$ cat src/rtl/align_shift_pkg.sv
// Shared definitions for the align_shift stage: FSM state encodings.
package align_shift_pkg;

  typedef enum logic [1:0] {
    ST_IDLE  = 2'd0,
    ST_PRIME = 2'd1,
    ST_RUN   = 2'd2,
    ST_FLUSH = 2'd3
  } state_t;

endpackage

$ cat src/rtl/align_shift_fifo.sv
// Input group FIFO: registered storage, head readable the cycle after the
// write (no bypass), exports the number of free slots for flow control.
module align_shift_fifo #(
  parameter int NUM_SLOTS     = 4,
  parameter int LOG_NUM_SLOTS = 2,
  parameter int WIDTH         = 32
) (
  input  logic                   clk,
  input  logic                   rst,
  input  logic                   wr_en,
  input  logic [WIDTH-1:0]       wr_data,
  input  logic                   rd_en,
  output logic [WIDTH-1:0]       rd_data,
  output logic                   empty,
  output logic [LOG_NUM_SLOTS:0] free_slots
);

  localparam logic [LOG_NUM_SLOTS:0] SLOTS = (LOG_NUM_SLOTS+1)'(NUM_SLOTS);

  logic [WIDTH-1:0]         mem [NUM_SLOTS];
  logic [LOG_NUM_SLOTS-1:0] wr_ptr;
  logic [LOG_NUM_SLOTS-1:0] rd_ptr;
  logic [LOG_NUM_SLOTS:0]   count;
  logic                     full;
  logic                     do_wr;
  logic                     do_rd;

  assign full       = (count == SLOTS);
  assign empty      = (count == '0);
  assign free_slots = SLOTS - count;
  assign do_wr      = wr_en & ~full;
  assign do_rd      = rd_en & ~empty;
  assign rd_data    = mem[rd_ptr];

  // Storage array; writes into a full FIFO are dropped.
  always_ff @(posedge clk) begin
    if (do_wr) begin
      mem[wr_ptr] <= wr_data;
    end
  end

  // Pointer and occupancy bookkeeping; reset empties the FIFO.
  always_ff @(posedge clk) begin
    if (!rst) begin
      wr_ptr <= '0;
      rd_ptr <= '0;
      count  <= '0;
    end else begin
      if (do_wr) begin
        wr_ptr <= wr_ptr + 1'b1;
      end
      if (do_rd) begin
        rd_ptr <= rd_ptr + 1'b1;
      end
      case ({do_wr, do_rd})
        2'b10:   count <= count + 1'b1;
        2'b01:   count <= count - 1'b1;
        default: count <= count;
      endcase
    end
  end

  // Upstream must never write while the FIFO is full.
  no_write_when_full: assert property (@(posedge clk) disable iff (!rst) !(wr_en && full));

endmodule

$ cat src/rtl/align_shift.sv
// Alignment stage: re-aligns incoming groups by a runtime item offset,
// stitching consecutive groups within an iteration and flushing the tail.
module align_shift
  import align_shift_pkg::*;
#(
  parameter int GROUP_SIZE             = 4,
  parameter int LOG_GROUP_SIZE         = 2,
  parameter int DATA_WIDTH             = 8,
  parameter int FIFO_DEPTH             = 4,
  parameter int LOG_FIFO_DEPTH         = 2,
  parameter int LOG_MAX_ITERS          = 16,
  parameter int LOG_MAX_READS_PER_ITER = 16
) (
  input  logic                              clk,
  input  logic                              rst,
  input  logic                              configure,
  input  logic [LOG_MAX_ITERS-1:0]          num_iters,
  input  logic [LOG_MAX_READS_PER_ITER-1:0] num_reads_per_iter,
  input  logic [LOG_GROUP_SIZE-1:0]         offset,
  input  logic [GROUP_SIZE*DATA_WIDTH-1:0]  data_in,
  input  logic                              valid_in,
  output logic                              avail_out,
  output logic [GROUP_SIZE*DATA_WIDTH-1:0]  data_out,
  output logic                              valid_out,
  input  logic                              avail_in,
  output logic                              done
);

  localparam int GW = GROUP_SIZE * DATA_WIDTH;
  localparam logic [LOG_MAX_ITERS-1:0]          ITERS_ONE = 1;
  localparam logic [LOG_MAX_READS_PER_ITER-1:0] READS_ONE = 1;
  localparam logic [LOG_FIFO_DEPTH:0]           FREE_MIN  = 2;

  state_t                            state;
  state_t                            state_nxt;
  logic [LOG_MAX_ITERS-1:0]          iters_left;
  logic [LOG_MAX_READS_PER_ITER-1:0] reads_left;
  logic [LOG_MAX_READS_PER_ITER-1:0] num_reads;
  logic [LOG_GROUP_SIZE-1:0]         k_reg;
  logic [GW-1:0]                     prev;
  logic                              done_cfg;

  logic [GW-1:0]             fifo_head;
  logic                      fifo_empty;
  logic [LOG_FIFO_DEPTH:0]   free_slots;
  logic                      fifo_rd;
  logic                      out_fire;
  logic                      iter_end;
  logic                      cfg_degenerate;
  logic [GW-1:0]             shifted;

  align_shift_fifo #(
    .NUM_SLOTS    (FIFO_DEPTH),
    .LOG_NUM_SLOTS(LOG_FIFO_DEPTH),
    .WIDTH        (GW)
  ) u_fifo (
    .clk       (clk),
    .rst       (rst),
    .wr_en     (valid_in),
    .wr_data   (data_in),
    .rd_en     (fifo_rd),
    .rd_data   (fifo_head),
    .empty     (fifo_empty),
    .free_slots(free_slots)
  );

  // Two free slots cover the one-cycle reaction latency of the producer.
  assign avail_out      = (free_slots >= FREE_MIN);
  assign cfg_degenerate = (num_iters == '0) || (num_reads_per_iter == '0);

  // Next-state, FIFO pop and output-fire decisions; configure overrides all.
  always_comb begin
    state_nxt = state;
    fifo_rd   = 1'b0;
    out_fire  = 1'b0;
    iter_end  = 1'b0;
    if (!configure) begin
      case (state)
        ST_PRIME: begin
          if (!fifo_empty) begin
            fifo_rd   = 1'b1;
            state_nxt = (reads_left > READS_ONE) ? ST_RUN : ST_FLUSH;
          end
        end
        ST_RUN: begin
          if (!fifo_empty && avail_in) begin
            fifo_rd  = 1'b1;
            out_fire = 1'b1;
            if (reads_left == READS_ONE) begin
              if (k_reg != '0) begin
                state_nxt = ST_FLUSH;
              end else begin
                iter_end = 1'b1;
              end
            end
          end
        end
        ST_FLUSH: begin
          if (avail_in) begin
            out_fire = 1'b1;
            iter_end = 1'b1;
          end
        end
        default: begin
          state_nxt = state;
        end
      endcase
      if (iter_end) begin
        if (iters_left == ITERS_ONE) begin
          state_nxt = ST_IDLE;
        end else begin
          state_nxt = (k_reg != '0) ? ST_PRIME : ST_RUN;
        end
      end
    end else begin
      if (cfg_degenerate) begin
        state_nxt = ST_IDLE;
      end else begin
        state_nxt = (offset != '0) ? ST_PRIME : ST_RUN;
      end
    end
  end

  // State, counters and the carried-over previous group.
  always_ff @(posedge clk) begin
    if (!rst) begin
      state      <= ST_IDLE;
      iters_left <= '0;
      reads_left <= '0;
      num_reads  <= '0;
      k_reg      <= '0;
      prev       <= '0;
      done_cfg   <= 1'b0;
    end else begin
      state    <= state_nxt;
      done_cfg <= configure && cfg_degenerate;
      if (configure) begin
        iters_left <= num_iters;
        reads_left <= num_reads_per_iter;
        num_reads  <= num_reads_per_iter;
        k_reg      <= offset;
        prev       <= '0;
      end else begin
        if (fifo_rd) begin
          prev       <= fifo_head;
          reads_left <= reads_left - READS_ONE;
        end
        if (iter_end && (iters_left != ITERS_ONE)) begin
          iters_left <= iters_left - ITERS_ONE;
          reads_left <= num_reads;
          prev       <= '0;
        end
      end
    end
  end

  // Window over {cur, prev}; the flush cycle sees an all-zero current group.
  logic [GROUP_SIZE-1:0][DATA_WIDTH-1:0] prev_g;
  logic [GROUP_SIZE-1:0][DATA_WIDTH-1:0] cur_g;
  assign prev_g = prev;
  assign cur_g  = (state == ST_FLUSH) ? '0 : fifo_head;

  for (genvar gi = 0; gi < GROUP_SIZE; gi++) begin : g_item
    logic [LOG_GROUP_SIZE:0]   idx;
    logic [LOG_GROUP_SIZE-1:0] sel;
    assign idx = (LOG_GROUP_SIZE+1)'(gi) + {1'b0, k_reg};
    assign sel = idx[LOG_GROUP_SIZE-1:0];
    assign shifted[gi*DATA_WIDTH +: DATA_WIDTH] =
        (k_reg == '0)         ? cur_g[gi]  :
        idx[LOG_GROUP_SIZE]   ? cur_g[sel] : prev_g[sel];
  end

  assign valid_out = out_fire;
  assign data_out  = out_fire ? shifted : '0;
  assign done      = done_cfg | (iter_end && (iters_left == ITERS_ONE));

endmodule

$ cat config.mk
export PLATFORM = sky130hd
export DESIGN_NAME = align_shift
export DESIGN_NICKNAME = d
export VERILOG_FILES = /design/src/rtl/align_shift_pkg.sv /design/src/rtl/align_shift_fifo.sv /design/src/rtl/align_shift.sv
export SDC_FILE = /design/constraint.sdc
export NUM_CORES = 1
export LEC_CHECK = 0
export BUFFER_PORTS_ARGS = -buffer_cell sky130_fd_sc_hd__buf_2
export CAP_MARGIN = 30
export CORE_ASPECT_RATIO = 2
export CORE_MARGIN = 2
export CORE_UTILIZATION = 40
export CTS_BUF_LIST = sky130_fd_sc_hd__clkbuf_8
export DETAILED_ROUTE_END_ITERATION = 10
export GPL_TIMING_DRIVEN = 0
export MAX_ROUTING_LAYER = met4
export PLACE_DENSITY = 0.6
export SYNTH_ARGS = -nofsm -noshare
export SYNTH_HDL_FRONTEND = slang
export SYNTH_SLANG_ARGS = --single-unit
$ cat constraint.sdc
create_clock -name clk -period 5.5 [get_ports clk]
set_input_delay 0 -clock clk [delete_from_list [all_inputs] [get_ports clk]]
set_output_delay 0 -clock clk [all_outputs]
set_load 0.05 [all_outputs]
==> flow_summary.html, run 1 <==
<table>
<tr><th>Metric</th><th>Value</th></tr>
<tr><th colspan="2">Routing</th></tr>
<tr><td>Vias per Instance</td><td>5.620</td></tr>
<tr><td>Routed wire length per instance</td><td>21.10 µm</td></tr>
<tr><td>Post-detailed-route count of antenna-violating nets</td><td>0</td></tr>
<tr><td>Detailed router's first-iteration violation count</td><td>758</td></tr>
<tr><td>Total wirelength of the detailed-routed design</td><td>31910 µm</td></tr>
<tr><td>Drt drc</td><td>0</td></tr>
<tr><td>Via count</td><td>8498</td></tr>
<tr><td>Drt pass-1 iters</td><td>5</td></tr>
<tr><th colspan="2">Global routing</th></tr>
<tr><td>GR Layer Usage met2</td><td>0.4140</td></tr>
<tr><td>GR met3 Demand/Resource</td><td>0.03149</td></tr>
<tr><td>Pin count of the biggest net entering global routing</td><td>33</td></tr>
<tr><td>GR Layer Usage met1</td><td>0.2411</td></tr>
<tr><td>Antenna violations before repair</td><td>1</td></tr>
<tr><td>First-pass GRT wire length</td><td>48650 µm</td></tr>
<tr><td>Global routing usage summed across all routing layers</td><td>0.2319</td></tr>
<tr><td>Most utilized layer in the global route result</td><td>met2</td></tr>
<tr><td>GRT overflow</td><td>0</td></tr>
<tr><td>Via count of the first global-routing pass</td><td>8725</td></tr>
<tr><th colspan="2">Final layout</th></tr>
<tr><td>Register with the highest flop count</td><td>u_fifo.mem</td></tr>
<tr><td>Area added between synthesis and finish</td><td>21.97%</td></tr>
<tr><td>Net count reported at finish</td><td>1231</td></tr>
<tr><td>Largest register FFs</td><td>128</td></tr>
<tr><td>Largest registers</td><td>u_fifo.mem (128), prev (32)</td></tr>
<tr><td>Fraction of layout instances using a drive strength above 1</td><td>0.2134</td></tr>
<tr><th colspan="2">Min path</th></tr>
<tr><td>Start point of the worst min-delay path</td><td>configure</td></tr>
<tr><td>WHS Endpoint</td><td>reads_left[14]</td></tr>
<tr><td>Path type of the worst min-delay path</td><td>in2reg</td></tr>
<tr><td>Cells on Worst Hold Path</td><td>4</td></tr>
<tr><th colspan="2">Floorplan</th></tr>
<tr><td>DIE AREA</td><td>28250 µm²</td></tr>
<tr><td>Number of rows in the core area</td><td>84</td></tr>
<tr><td>Initial core utilization</td><td>0.4070</td></tr>
<tr><td>DIE HEIGHT</td><td>235.7 µm</td></tr>
<tr><td>Number of I/O pins</td><td>106</td></tr>
<tr><td>Total core area</td><td>26380 µm²</td></tr>
<tr><td>Die width</td><td>119.8 µm</td></tr>
<tr><th colspan="2">Worst setup path</th></tr>
<tr><td>Worst EP required</td><td>5500 ps</td></tr>
<tr><td>Reg2Reg Depth</td><td>13</td></tr>
<tr><td>Cell occurring most often along the worst timing path</td><td>clkbuf_1</td></tr>
<tr><td>Endpoint type of the worst setup path</td><td>output port</td></tr>
<tr><td>Cells along the critical path</td><td>clkbuf_1 &gt; clkbuf_1 &gt; inv_2 &gt; ha_1 &gt; clkbuf_1 &gt; buf_1 &gt; mux4_2 &gt; nand2_1 &gt; a21oi_1 &gt; buf_2</td></tr>
<tr><td>Worst path bufs/invs</td><td>6</td></tr>
<tr><td>Delay of the slowest cell on the worst path</td><td>730 ps</td></tr>
<tr><td>FF-to-FF Start</td><td>u_fifo.count[0]</td></tr>
<tr><td>Data arrival time of the critical path</td><td>4510 ps</td></tr>
<tr><td>Crit path max fanout</td><td>10</td></tr>
<tr><td>Worst setup path category</td><td>reg2out</td></tr>
<tr><td>Endpoint of the worst-slack reg-to-reg timing path</td><td>u_fifo.count[2]</td></tr>
<tr><td>Worst setup path startpoint</td><td>k_reg[0]</td></tr>
<tr><td>Worst reg2reg setup slack</td><td>1570 ps</td></tr>
<tr><td>Worst path top cell family by delay</td><td>buffers and inverters</td></tr>
<tr><td>Type of origin of the critical path</td><td>flop</td></tr>
<tr><td>Worst path slowest cell</td><td>buf_1</td></tr>
<tr><th colspan="2">Clock tree</th></tr>
<tr><td>Clock Sink Count</td><td>222</td></tr>
<tr><td>Maximum root-to-sink buffer count</td><td>3</td></tr>
<tr><td>Post-CTS sizing</td><td>0</td></tr>
<tr><td>Root Driver</td><td>clkbuf_8</td></tr>
<tr><td>TritonCTS clock tree</td><td>yes</td></tr>
<tr><td>Number of buffers inserted during clock tree synthesis</td><td>35</td></tr>
<tr><td>Post-CTS Hold Fix Bufs</td><td>67</td></tr>
<tr><td>Skew-Pair Late Insertion Delay</td><td>550 ps</td></tr>
<tr><td>Number of buffers added for setup after CTS</td><td>0</td></tr>
<tr><td>Number of H-tree levels</td><td>2</td></tr>
<tr><td>Clock Pin Slew Worst Setup and Hold Paths</td><td>60 ps</td></tr>
<tr><th colspan="2">Power and ir drop</th></tr>
<tr><td>Leakage dissipation</td><td>4.619 nW</td></tr>
<tr><td>Power per cell area</td><td>297.3 nW/µm²</td></tr>
<tr><td>Max rail drop VDD</td><td>0.0002268 V</td></tr>
<tr><td>Final Power</td><td>0.003893 W</td></tr>
<tr><th colspan="2">Yosys</th></tr>
<tr><td>Number of warnings printed during yosys synthesis</td><td>0</td></tr>
<tr><td>Number of synthesized register bits</td><td>222</td></tr>
<tr><td>Syn Area/Cell</td><td>11.54 µm²</td></tr>
<tr><td>Post-synth cell types</td><td>64</td></tr>
<tr><td>Fraction of the yosys area taken by sequential cells</td><td>0.5333</td></tr>
<tr><td>Gate count after technology mapping</td><td>930</td></tr>
<tr><td>Fraction of synthesis flops using an asynchronous set or reset pin</td><td>0</td></tr>
<tr><td>Predominant post-synthesis flop cell</td><td>edfxtp_1</td></tr>
<tr><td>Number of enable flip-flop cells after synthesis</td><td>128</td></tr>
<tr><td>Post-Syn Area</td><td>10740 µm²</td></tr>
<tr><td>Syn Nets</td><td>1020</td></tr>
<tr><th colspan="2">Timing</th></tr>
<tr><td>Actual slew at the worst max-slew pin</td><td>960.1 ps</td></tr>
<tr><td>Final number of hold-violating endpoints</td><td>0</td></tr>
<tr><td>Timing-limited maximum frequency</td><td>0.2217 GHz</td></tr>
<tr><td>Worst clock skew</td><td>29.76 ps</td></tr>
<tr><td>Final worst path period need</td><td>4510 ps</td></tr>
<tr><td>Setup repair after global routing missed its margin</td><td>false</td></tr>
<tr><td>Setup Viol. Count Final</td><td>0</td></tr>
<tr><td>Max-slew headroom at the worst pin</td><td>0.3599</td></tr>
<tr><td>Aggregate negative setup slack</td><td>0 ps</td></tr>
<tr><td>Number of max-slew violations in the final report</td><td>0</td></tr>
<tr><td>Part of the cycle the worst path needs</td><td>0.8200</td></tr>
<tr><th colspan="2">Placement</th></tr>
<tr><td>HPWL reported at the end of detailed placement</td><td>22510 µm</td></tr>
<tr><td>Number of I/O port buffers</td><td>103</td></tr>
<tr><td>Weighted congestion reported at the end of routability-driven placement</td><td>0.9965</td></tr>
<tr><th colspan="2">Job</th></tr>
<tr><td>Number of max-cap violations</td><td>0</td></tr>
<tr><th colspan="2">Status</th></tr>
<tr><td>Run status</td><td>finished clean</td></tr>
</table>
-- per-stage QoR --
stage                       util  setup slack [ps]  std cells  instance area [µm²]  hold WS (ps)
after floorplan                -              2164        930                10740         98.87
after global placement    0.4428              1561       1377                11680         212.0
after detailed placement  0.4447              1583       1380                11730         213.9
after CTS                 0.4961             986.5       1510                13090         18.31
after global routing      0.4964             740.6       1512                13100         48.46
final                     0.4964             989.9       1512                13100         48.51
-- cell usage in the layout, fill, tap and decap left out, drive strengths merged, types with 7 or more instances in the layout --
master,count
or3,8
o21ai,36
mux2i,30
o211ai,13
dfxtp,94
nand2,143
ha,18
edfxtp,128
mux4,56
clkinv,7
inv,32
a21oi,99
a32oi,8
o22ai,9
nor4,23
buf,129
xnor2,22
clkbuf,85
a22oi,16
dlygate4sd3,67
nand3,10
xor2,7
nor3,10
nor2,53
-- how the worst max path moves through the flow --
stage                   endpoint  slack [ps]  cells past startpoint
finish              data_out[14]         990                     10
floorplan           data_out[29]        2160                      9
global placement    data_out[14]        1560                     10
detailed placement  data_out[14]        1580                     10
global route        data_out[14]         740                     10
CTS                 data_out[14]         990                     10
-- synthesized netlist by cell type, types with 3 or more instances --
| cell type | number | area share |
|---|---|---|
| inv_1 | 15 | 0.0052 |
| dfxtp_1 | 94 | 0.18 |
| o22ai_1 | 9 | 0.0052 |
| edfxtp_1 | 128 | 0.36 |
| clkbuf_1 | 42 | 0.015 |
| xor2_1 | 7 | 0.0057 |
| nor2b_1 | 4 | 0.0023 |
| or3_1 | 8 | 0.0047 |
| a21oi_1 | 99 | 0.046 |
| o21ai_0 | 36 | 0.017 |
| nor2_1 | 52 | 0.018 |
| ha_1 | 18 | 0.021 |
| nand2_1 | 143 | 0.050 |
| nand3_1 | 10 | 0.0047 |
| buf_2 | 8 | 0.0037 |
| and2_1 | 5 | 0.0029 |
| nand4_1 | 4 | 0.0023 |
| o211ai_1 | 12 | 0.0084 |
| o221a_2 | 3 | 0.0031 |
| nor3b_1 | 3 | 0.0021 |
| nor4_2 | 6 | 0.0070 |
| a22oi_1 | 16 | 0.011 |
| mux4_2 | 56 | 0.12 |
| a211oi_1 | 4 | 0.0028 |
| nor3_1 | 10 | 0.0047 |
| inv_2 | 3 | 0.0010 |
| and3_1 | 5 | 0.0029 |
| buf_1 | 12 | 0.0042 |
| nor4_1 | 16 | 0.0093 |
| a32oi_1 | 8 | 0.0065 |
| xnor2_1 | 22 | 0.018 |
| mux2i_1 | 30 | 0.028 |
-- cells by family (layout without fill, tap and decap cells) --
kind of cell	Yosys count	count (layout)	share of synthesized area
buffers and inverters	84	321	0.03170
AND/OR/NAND/NOR	281	281	0.1243
adder cells (fa/ha/maj)	19	19	0.02284
XOR/XNOR	29	29	0.02366
flip-flops	222	222	0.5333
multiplexers	86	86	0.1454
AO/OA/AOI/OAI	209	209	0.1188
other	0	1	0
-- tightest hold or removal path, stage by stage --
cell and delay [ps]:
clkbuf_1 210, nand3_1 130, o31a_1 130, a211oi_1 60
-- area by class of cell --
type	instances	area [µm²]
diodes	1	2.502
well taps	344	430.4
repair buffers	174	1236
multi-input cells	624	4676
clock inverters	20	92.59
fillers	2380	13290
clock buffers	43	591.8
flip-flops and latches	222	5725
inverters	20	75.07
plain buffers	64	265.3
-- where the power goes --
part | switching [W] | internal [W] | leakage [nW]
registers | 0.0000466 | 0.00184 | 1.94
clock network | 0.000661 | 0.000711 | 0.401
logic | 0.000377 | 0.000256 | 2.27
-- layer usage --
metal  vias to the layer above  routed length, µm
li1                       3933                  -
met1                      4125              11640
met2                       338              17120
met3                       102               1450
met4                         0               1701
met5                         -                  0
Power figures use the tool's default switching activity.
==> run 2, diff against run 1 <==
clock period = 4.25 ns   (was 5.5 ns; I/O delays follow)
==> flow_summary.html, run 2 (synthesized netlist as in run 1, its figures left out) <==
<table>
<tr><th>Metric</th><th>Value</th></tr>
<tr><th colspan="2">Worst setup path</th></tr>
<tr><td>Worst path slowest cell</td><td>clkbuf_1</td></tr>
<tr><td>Crit path max fanout</td><td>10 (unchanged)</td></tr>
<tr><td>Cell occurring most often along the worst timing path</td><td>clkbuf_1</td></tr>
<tr><td>Data arrival time of the critical path</td><td>3980 ps (-530 ps)</td></tr>
<tr><td>Worst EP required</td><td>4250 ps (-1250 ps)</td></tr>
<tr><td>Worst setup path category</td><td>reg2out</td></tr>
<tr><td>Cells along the critical path</td><td>clkbuf_1 &gt; clkbuf_2 &gt; inv_2 &gt; ha_1 &gt; clkinv_1 &gt; nor2_1 &gt; clkbuf_1 &gt; a22oi_1 &gt; a21oi_1 &gt; buf_2</td></tr>
<tr><td>Endpoint type of the worst setup path</td><td>output port</td></tr>
<tr><td>Delay of the slowest cell on the worst path</td><td>500 ps (-230 ps)</td></tr>
<tr><td>Type of origin of the critical path</td><td>flop</td></tr>
<tr><th colspan="2">Clock tree</th></tr>
<tr><td>Clock Pin Slew Worst Setup and Hold Paths</td><td>60 ps (about the same)</td></tr>
<tr><td>TritonCTS clock tree</td><td>yes</td></tr>
<tr><td>Number of buffers inserted during clock tree synthesis</td><td>35 (unchanged)</td></tr>
<tr><td>Clock Sink Count</td><td>222 (unchanged)</td></tr>
<tr><td>Root Driver</td><td>clkbuf_8</td></tr>
<tr><td>Number of H-tree levels</td><td>2 (unchanged)</td></tr>
<tr><td>Skew-Pair Late Insertion Delay</td><td>550 ps (about the same)</td></tr>
<tr><td>Maximum root-to-sink buffer count</td><td>3 (unchanged)</td></tr>
<tr><th colspan="2">Global routing</th></tr>
<tr><td>GRT overflow</td><td>0 (unchanged)</td></tr>
<tr><td>First-pass GRT wire length</td><td>48650 µm (unchanged)</td></tr>
<tr><td>Antenna violations before repair</td><td>1 (unchanged)</td></tr>
<tr><td>Via count of the first global-routing pass</td><td>8732 (+0.080%)</td></tr>
<tr><td>Global routing usage summed across all routing layers</td><td>0.2319 (unchanged)</td></tr>
<tr><td>Pin count of the biggest net entering global routing</td><td>33 (unchanged)</td></tr>
<tr><th colspan="2">Floorplan</th></tr>
<tr><td>Die width</td><td>119.8 µm (unchanged)</td></tr>
<tr><td>Number of I/O pins</td><td>106 (unchanged)</td></tr>
<tr><td>Number of rows in the core area</td><td>84 (unchanged)</td></tr>
<tr><td>DIE HEIGHT</td><td>235.7 µm (unchanged)</td></tr>
<tr><td>Total core area</td><td>26380 µm² (unchanged)</td></tr>
<tr><td>Initial core utilization</td><td>0.4070 (unchanged)</td></tr>
<tr><td>DIE AREA</td><td>28250 µm² (unchanged)</td></tr>
<tr><th colspan="2">Timing</th></tr>
<tr><td>Number of max-slew violations in the final report</td><td>0 (unchanged)</td></tr>
<tr><td>Setup repair after global routing missed its margin</td><td>false</td></tr>
<tr><td>Actual slew at the worst max-slew pin</td><td>942.8 ps (-17.29 ps)</td></tr>
<tr><td>Part of the cycle the worst path needs</td><td>0.9356</td></tr>
<tr><td>Max-slew headroom at the worst pin</td><td>0.3715 (+0.01152)</td></tr>
<tr><td>Worst clock skew</td><td>26.00 ps (-3.758 ps)</td></tr>
<tr><td>Timing-limited maximum frequency</td><td>0.2515 GHz</td></tr>
<tr><td>Aggregate negative setup slack</td><td>0 ps (unchanged)</td></tr>
<tr><td>Setup Viol. Count Final</td><td>0 (unchanged)</td></tr>
<tr><td>Final number of hold-violating endpoints</td><td>0 (unchanged)</td></tr>
<tr><td>Final worst path period need</td><td>3976 ps</td></tr>
<tr><th colspan="2">Final layout</th></tr>
<tr><td>Most used cells in the layout excluding fill and tap cells</td><td>nand2_1 (143), edfxtp_1 (128), buf_2 (113), a21oi_1 (99), dfxtp_1 (94)</td></tr>
<tr><td>Fraction of layout instances using a drive strength above 1</td><td>0.2177 (+0.004284)</td></tr>
<tr><td>Register with the highest flop count</td><td>u_fifo.mem</td></tr>
<tr><td>Commonest non-fill, non-tap cell in the layout</td><td>nand2_1</td></tr>
<tr><td>Share of the core filled with cells</td><td>0.4971 (+0.0007120)</td></tr>
<tr><td>Net count reported at finish</td><td>1231 (unchanged)</td></tr>
<tr><td>Largest registers</td><td>u_fifo.mem (128), prev (32)</td></tr>
<tr><td>Area added between synthesis and finish</td><td>22.14%</td></tr>
<tr><td>Largest register FFs</td><td>128 (unchanged)</td></tr>
<tr><th colspan="2">Routing</th></tr>
<tr><td>Vias per Instance</td><td>5.610 (-0.18%)</td></tr>
<tr><td>Detailed router's first-iteration violation count</td><td>704 (-7.1%)</td></tr>
<tr><td>Post-detailed-route count of antenna-violating nets</td><td>0 (unchanged)</td></tr>
<tr><td>Routed wire length per instance</td><td>21.12 µm (about the same)</td></tr>
<tr><td>Drt pass-1 iters</td><td>6 (+1)</td></tr>
<tr><td>Via count</td><td>8483 (-0.18%)</td></tr>
<tr><td>Drt drc</td><td>0 (unchanged)</td></tr>
<tr><td>Total wirelength of the detailed-routed design</td><td>31930 µm (about the same)</td></tr>
<tr><th colspan="2">Power and ir drop</th></tr>
<tr><td>Final Power</td><td>0.005041 W (+29%)</td></tr>
<tr><td>Reg power frac</td><td>0.485 (about the same)</td></tr>
<tr><td>Switching share of total power</td><td>0.2787 (about the same)</td></tr>
<tr><td>Part of the total power dissipated in combinational logic</td><td>0.163 (about the same)</td></tr>
<tr><td>Switching pwr</td><td>0.001405 W (+30%)</td></tr>
<tr><td>Clock network fraction of design power</td><td>0.352 (about the same)</td></tr>
<tr><td>Power per cell area</td><td>384.4 nW/µm² (+29%)</td></tr>
<tr><td>Max rail drop VDD</td><td>0.0002928 V (+29%)</td></tr>
<tr><td>Leakage dissipation</td><td>4.629 nW (+0.21%)</td></tr>
<tr><td>Pint</td><td>0.003636 W (+29%)</td></tr>
<tr><th colspan="2">Placement</th></tr>
<tr><td>Weighted congestion reported at the end of routability-driven placement</td><td>0.9965 (unchanged)</td></tr>
<tr><td>HPWL reported at the end of detailed placement</td><td>22510 µm (unchanged)</td></tr>
<tr><td>Number of I/O port buffers</td><td>103 (unchanged)</td></tr>
<tr><th colspan="2">Job</th></tr>
<tr><td>Number of max-cap violations</td><td>0 (unchanged)</td></tr>
<tr><th colspan="2">Status</th></tr>
<tr><td>Run status</td><td>finished clean</td></tr>
<tr><th colspan="2">Min path</th></tr>
<tr><td>Path type of the worst min-delay path</td><td>in2reg</td></tr>
</table>
[run 2: per-stage QoR]
stage,cells,hold slack [ps],instance area [µm²],setup WS (ps)
floorplan,930,98.87,10740,914.5
global placement,1377,212.0,11680,310.6
detailed placement,1380,213.9,11730,333.4
CTS,1510,18.31,13100,28.77
global route,1512,48.46,13110,47.19
finish,1512,46.89,13110,273.8
[run 2: layout make-up]
type                    count  area (µm²)
diodes                      1       2.502
plain buffers              64       275.3
clock buffers              43       591.8
clock inverters            20       92.59
fillers                  2382       13270
inverters                  20       78.83
multi-input cells         624        4681
flip-flops and latches    222        5725
well taps                 344       430.4
repair buffers            174        1236
[run 2: worst max-delay path, delay by kind of cell, from the launching register on]
kind,cells,cell delay [ps]
buffers and inverters,6,1890
and+or+nand+nor,1,490
AOI/OAI and AO/OA,2,470
DFF,1,320
adders and majority gates,1,290
[run 2: per-layer routing]
layer,up-vias,wire [µm],GRT usage
met1,4109,11630,0.2403
met5,-,0,-
met2,348,17130,0.4140
met4,0,1667,0.1316
li1,3933,-,-
met3,93,1506,0.03270
[run 2: power by group through the flow]
| stage | Clock, W | Sequential [W] | Combinational, W |
|---|---|---|---|
| 6_report | 0.00178 | 0.00244 | 0.000823 |
| 3_5_place_dp | 0 | 0.00249 | 0.000766 |
| 5_1_grt | 0.00192 | 0.00245 | 0.000887 |
| 3_3_place_gp | 0 | 0.00249 | 0.000750 |
| 4_1_cts | 0.00183 | 0.00244 | 0.000817 |
| 2_1_floorplan | 0 | 0.00247 | 0.000517 |
[run 2: repair_timing]
item,CTS,global route
setup buffers,0,0
cloned,0,0
gates resized for setup,3,4
endpoints found under the hold margin,180,0
endpoints found under the setup margin,10,17
hold buffers,67,0
[run 2: final timing paths]
kind | startpoint | end | slack (ps) | cells past startpoint
min reg2reg | prev[18] | prev[18] | 470 | 2
max reg2reg | u_fifo.count[0] | u_fifo.count[2] | 630 | 13
min | configure | reads_left[14] | 50 | 4
max | k_reg[0] | data_out[14] | 270 | 10
==> run 3, diff against run 2 <==
RECOVER_POWER = 50   (was default)
SLEW_MARGIN = 20   (was default)
==> flow_summary.html, run 3 (synthesized netlist as in run 1, its figures left out) <==
<table>
<tr><th>Metric</th><th>Value</th></tr>
<tr><th colspan="2">Timing</th></tr>
<tr><td>Actual slew at the worst max-slew pin</td><td>1118 ps (+175.6 ps)</td></tr>
<tr><td>Final number of hold-violating endpoints</td><td>0 (unchanged)</td></tr>
<tr><td>Worst hold margin</td><td>82.72 ps (+35.82 ps)</td></tr>
<tr><td>Setup Viol. Count Final</td><td>0 (unchanged)</td></tr>
<tr><td>Timing-limited maximum frequency</td><td>0.2504 GHz (-0.44%)</td></tr>
<tr><td>Number of max-slew violations in the final report</td><td>0 (unchanged)</td></tr>
<tr><td>Aggregate negative setup slack</td><td>0 ps (unchanged)</td></tr>
<tr><td>Max-slew headroom at the worst pin</td><td>0.2539 (-0.1175)</td></tr>
<tr><td>Final worst path period need</td><td>3994 ps (+17.40 ps)</td></tr>
<tr><td>Worst clock skew</td><td>28.51 ps (+2.513 ps)</td></tr>
<tr><td>Setup repair after global routing missed its margin</td><td>false</td></tr>
<tr><td>Part of the cycle the worst path needs</td><td>0.9397 (+0.004093)</td></tr>
<tr><th colspan="2">Placement</th></tr>
<tr><td>HPWL reported at the end of detailed placement</td><td>22650 µm (+0.62%)</td></tr>
<tr><td>Cell area after placement</td><td>11770 µm² (+0.34%)</td></tr>
<tr><td>Number of I/O port buffers</td><td>103 (unchanged)</td></tr>
<tr><td>Weighted congestion reported at the end of routability-driven placement</td><td>0.9965 (unchanged)</td></tr>
<tr><th colspan="2">Worst setup path</th></tr>
<tr><td>Data arrival time of the critical path</td><td>3990 ps (about the same)</td></tr>
<tr><td>Crit path max fanout</td><td>10 (unchanged)</td></tr>
<tr><td>Endpoint type of the worst setup path</td><td>output port</td></tr>
<tr><td>Type of origin of the critical path</td><td>flop</td></tr>
<tr><td>Worst setup path category</td><td>reg2out</td></tr>
<tr><td>Worst EP required</td><td>4250 ps (about the same)</td></tr>
<tr><th colspan="2">Routing</th></tr>
<tr><td>Routed wire length per instance</td><td>21.14 µm (+0.12%)</td></tr>
<tr><td>Drt pass-1 iters</td><td>5 (-1)</td></tr>
<tr><td>Vias per Instance</td><td>5.637 (+0.48%)</td></tr>
<tr><td>Detailed router's first-iteration violation count</td><td>808 (+15%)</td></tr>
<tr><td>Total wirelength of the detailed-routed design</td><td>31880 µm (-0.15%)</td></tr>
<tr><td>Via count</td><td>8501 (+0.21%)</td></tr>
<tr><td>Drt drc</td><td>0 (unchanged)</td></tr>
<tr><td>Post-detailed-route count of antenna-violating nets</td><td>0 (unchanged)</td></tr>
<tr><th colspan="2">Power and ir drop</th></tr>
<tr><td>Max rail drop VDD</td><td>0.0002699 V (-7.8%)</td></tr>
<tr><td>Power per cell area</td><td>380.3 nW/µm² (-1.0%)</td></tr>
<tr><td>Leakage dissipation</td><td>4.487 nW (-3.1%)</td></tr>
<tr><th colspan="2">Clock tree</th></tr>
<tr><td>Skew-Pair Late Insertion Delay</td><td>560 ps (about the same)</td></tr>
<tr><td>Number of buffers inserted during clock tree synthesis</td><td>35 (unchanged)</td></tr>
<tr><td>Clock Sink Count</td><td>222 (unchanged)</td></tr>
<tr><td>Maximum root-to-sink buffer count</td><td>3 (unchanged)</td></tr>
<tr><td>TritonCTS clock tree</td><td>yes</td></tr>
<tr><td>Clock Pin Slew Worst Setup and Hold Paths</td><td>70 ps (about the same)</td></tr>
<tr><td>Number of buffers added for setup after CTS</td><td>0 (unchanged)</td></tr>
<tr><td>Root Driver</td><td>clkbuf_8</td></tr>
<tr><td>Number of H-tree levels</td><td>2 (unchanged)</td></tr>
<tr><th colspan="2">Final layout</th></tr>
<tr><td>Largest register FFs</td><td>128 (unchanged)</td></tr>
<tr><td>Net count reported at finish</td><td>1234 (+0.24%)</td></tr>
<tr><td>Share of the core filled with cells</td><td>0.4948 (-0.002324)</td></tr>
<tr><td>Largest registers</td><td>u_fifo.mem (128), prev (32)</td></tr>
<tr><td>Fraction of layout instances using a drive strength above 1</td><td>0.1823 (-0.03536)</td></tr>
<tr><td>Layout Cell Area excl Fill</td><td>13050 µm² (-0.47%)</td></tr>
<tr><td>Filler instances</td><td>2415 (+1.4%)</td></tr>
<tr><td>Commonest non-fill, non-tap cell in the layout</td><td>nand2_1</td></tr>
<tr><td>Area added between synthesis and finish</td><td>21.57%</td></tr>
<tr><td>Register with the highest flop count</td><td>u_fifo.mem</td></tr>
<tr><td>Most used cells in the layout excluding fill and tap cells</td><td>nand2_1 (143), edfxtp_1 (128), a21oi_1 (99), dfxtp_1 (94), buf_2 (80)</td></tr>
<tr><th colspan="2">Floorplan</th></tr>
<tr><td>Number of rows in the core area</td><td>84 (unchanged)</td></tr>
<tr><td>DIE AREA</td><td>28250 µm² (unchanged)</td></tr>
<tr><td>Initial core utilization</td><td>0.4070 (unchanged)</td></tr>
<tr><td>Total core area</td><td>26380 µm² (unchanged)</td></tr>
<tr><td>Number of I/O pins</td><td>106 (unchanged)</td></tr>
<tr><td>DIE HEIGHT</td><td>235.7 µm (unchanged)</td></tr>
<tr><td>Die width</td><td>119.8 µm (unchanged)</td></tr>
<tr><th colspan="2">Global routing</th></tr>
<tr><td>First-pass GRT wire length</td><td>48820 µm (+0.34%)</td></tr>
<tr><td>Antenna violations before repair</td><td>1 (unchanged)</td></tr>
<tr><td>GRT overflow</td><td>0 (unchanged)</td></tr>
<tr><td>Via count of the first global-routing pass</td><td>8678 (-0.62%)</td></tr>
<tr><td>Pin count of the biggest net entering global routing</td><td>23 (-30%)</td></tr>
<tr><td>Global routing usage summed across all routing layers</td><td>0.2334 (+0.001463)</td></tr>
<tr><th colspan="2">Min path</th></tr>
<tr><td>Path type of the worst min-delay path</td><td>in2reg</td></tr>
<tr><th colspan="2">Status</th></tr>
<tr><td>Run status</td><td>finished clean</td></tr>
<tr><th colspan="2">Job</th></tr>
<tr><td>Number of max-cap violations</td><td>0 (unchanged)</td></tr>
</table>
## run 3: cell types whose count changed in the layout (fill, tap and decap cells not counted), sizes merged
cell,before,now
bufinv,0,1
clkinvlp,2,3
dlygate4sd3,67,68
buf,128,95
clkinv,6,11
inv,32,25
clkbuf,85,113
## run 3: cell type report
type | instances | area [µm²] | share of cell area
clock inverters | 20 | 128.9 | 0.009874
diodes | 1 | 2.502 | 0.0001917
plain buffers | 64 | 275.3 | 0.02109
inverters | 20 | 78.83 | 0.006039
well taps | 344 | 430.4 | 0.03298
repair buffers | 177 | 1245 | 0.09538
clock buffers | 36 | 495.5 | 0.03796
multi-input cells | 624 | 4671 | 0.3578
flip-flops and latches | 222 | 5725 | 0.4387
## run 3: per-stage QoR
stage	cells	worst slack, ps	power (W)
finish	1508	256.4	0.004964
global route	1508	27.02	0.005184
CTS	1506	33.75	0.005017
detailed placement	1382	312.9	0.003254
global placement	1377	310.6	0.003237
floorplan	930	914.5	0.002987
## run 3: final timing paths
kind	depth (start not counted)	end	slack [ps]	from
worst max-delay path	10	data_out[11]	260	k_reg[0]
worst min-delay path	2	done_cfg	80	rst
worst max register to register	13	u_fifo.count[2]	260	u_fifo.count[0]
worst min register to register	2	num_reads[9]	470	num_reads[9]
## run 3: metal layers
metal	GRT usage	routed length, µm	up-vias
met2	0.4114	16810	404
li1	-	-	3923
met4	0.1291	1803	0
met5	-	0	-
met3	0.03222	1807	110
met1	0.2485	11460	4064
## run 3: critical path, cell delays in order (launching register included)
cell and delay (ps):
dfxtp_1 340, clkbuf_1 220, clkbuf_2 380, inv_2 220
ha_1 310, clkbuf_1 310, nor3b_1 790, buf_2 300
nand2_1 60, a21oi_1 220, buf_2 320
## run 3: what timing repair did
item                                    4_1_cts  5_1_grt
gates cloned                                  0        0
hold buffers                                 68        0
pin swaps                                     0        0
endpoints found under the hold margin       180        0
resized for setup                             3        3
endpoints found under the setup margin       10       16
## run 3: report_power, final
group / total (W) / internal, W / switching, W
Clock: 0.00170 / 0.000851 / 0.000851
Combinational: 0.000820 / 0.000330 / 0.000490
Sequential: 0.00244 / 0.00238 / 0.0000604
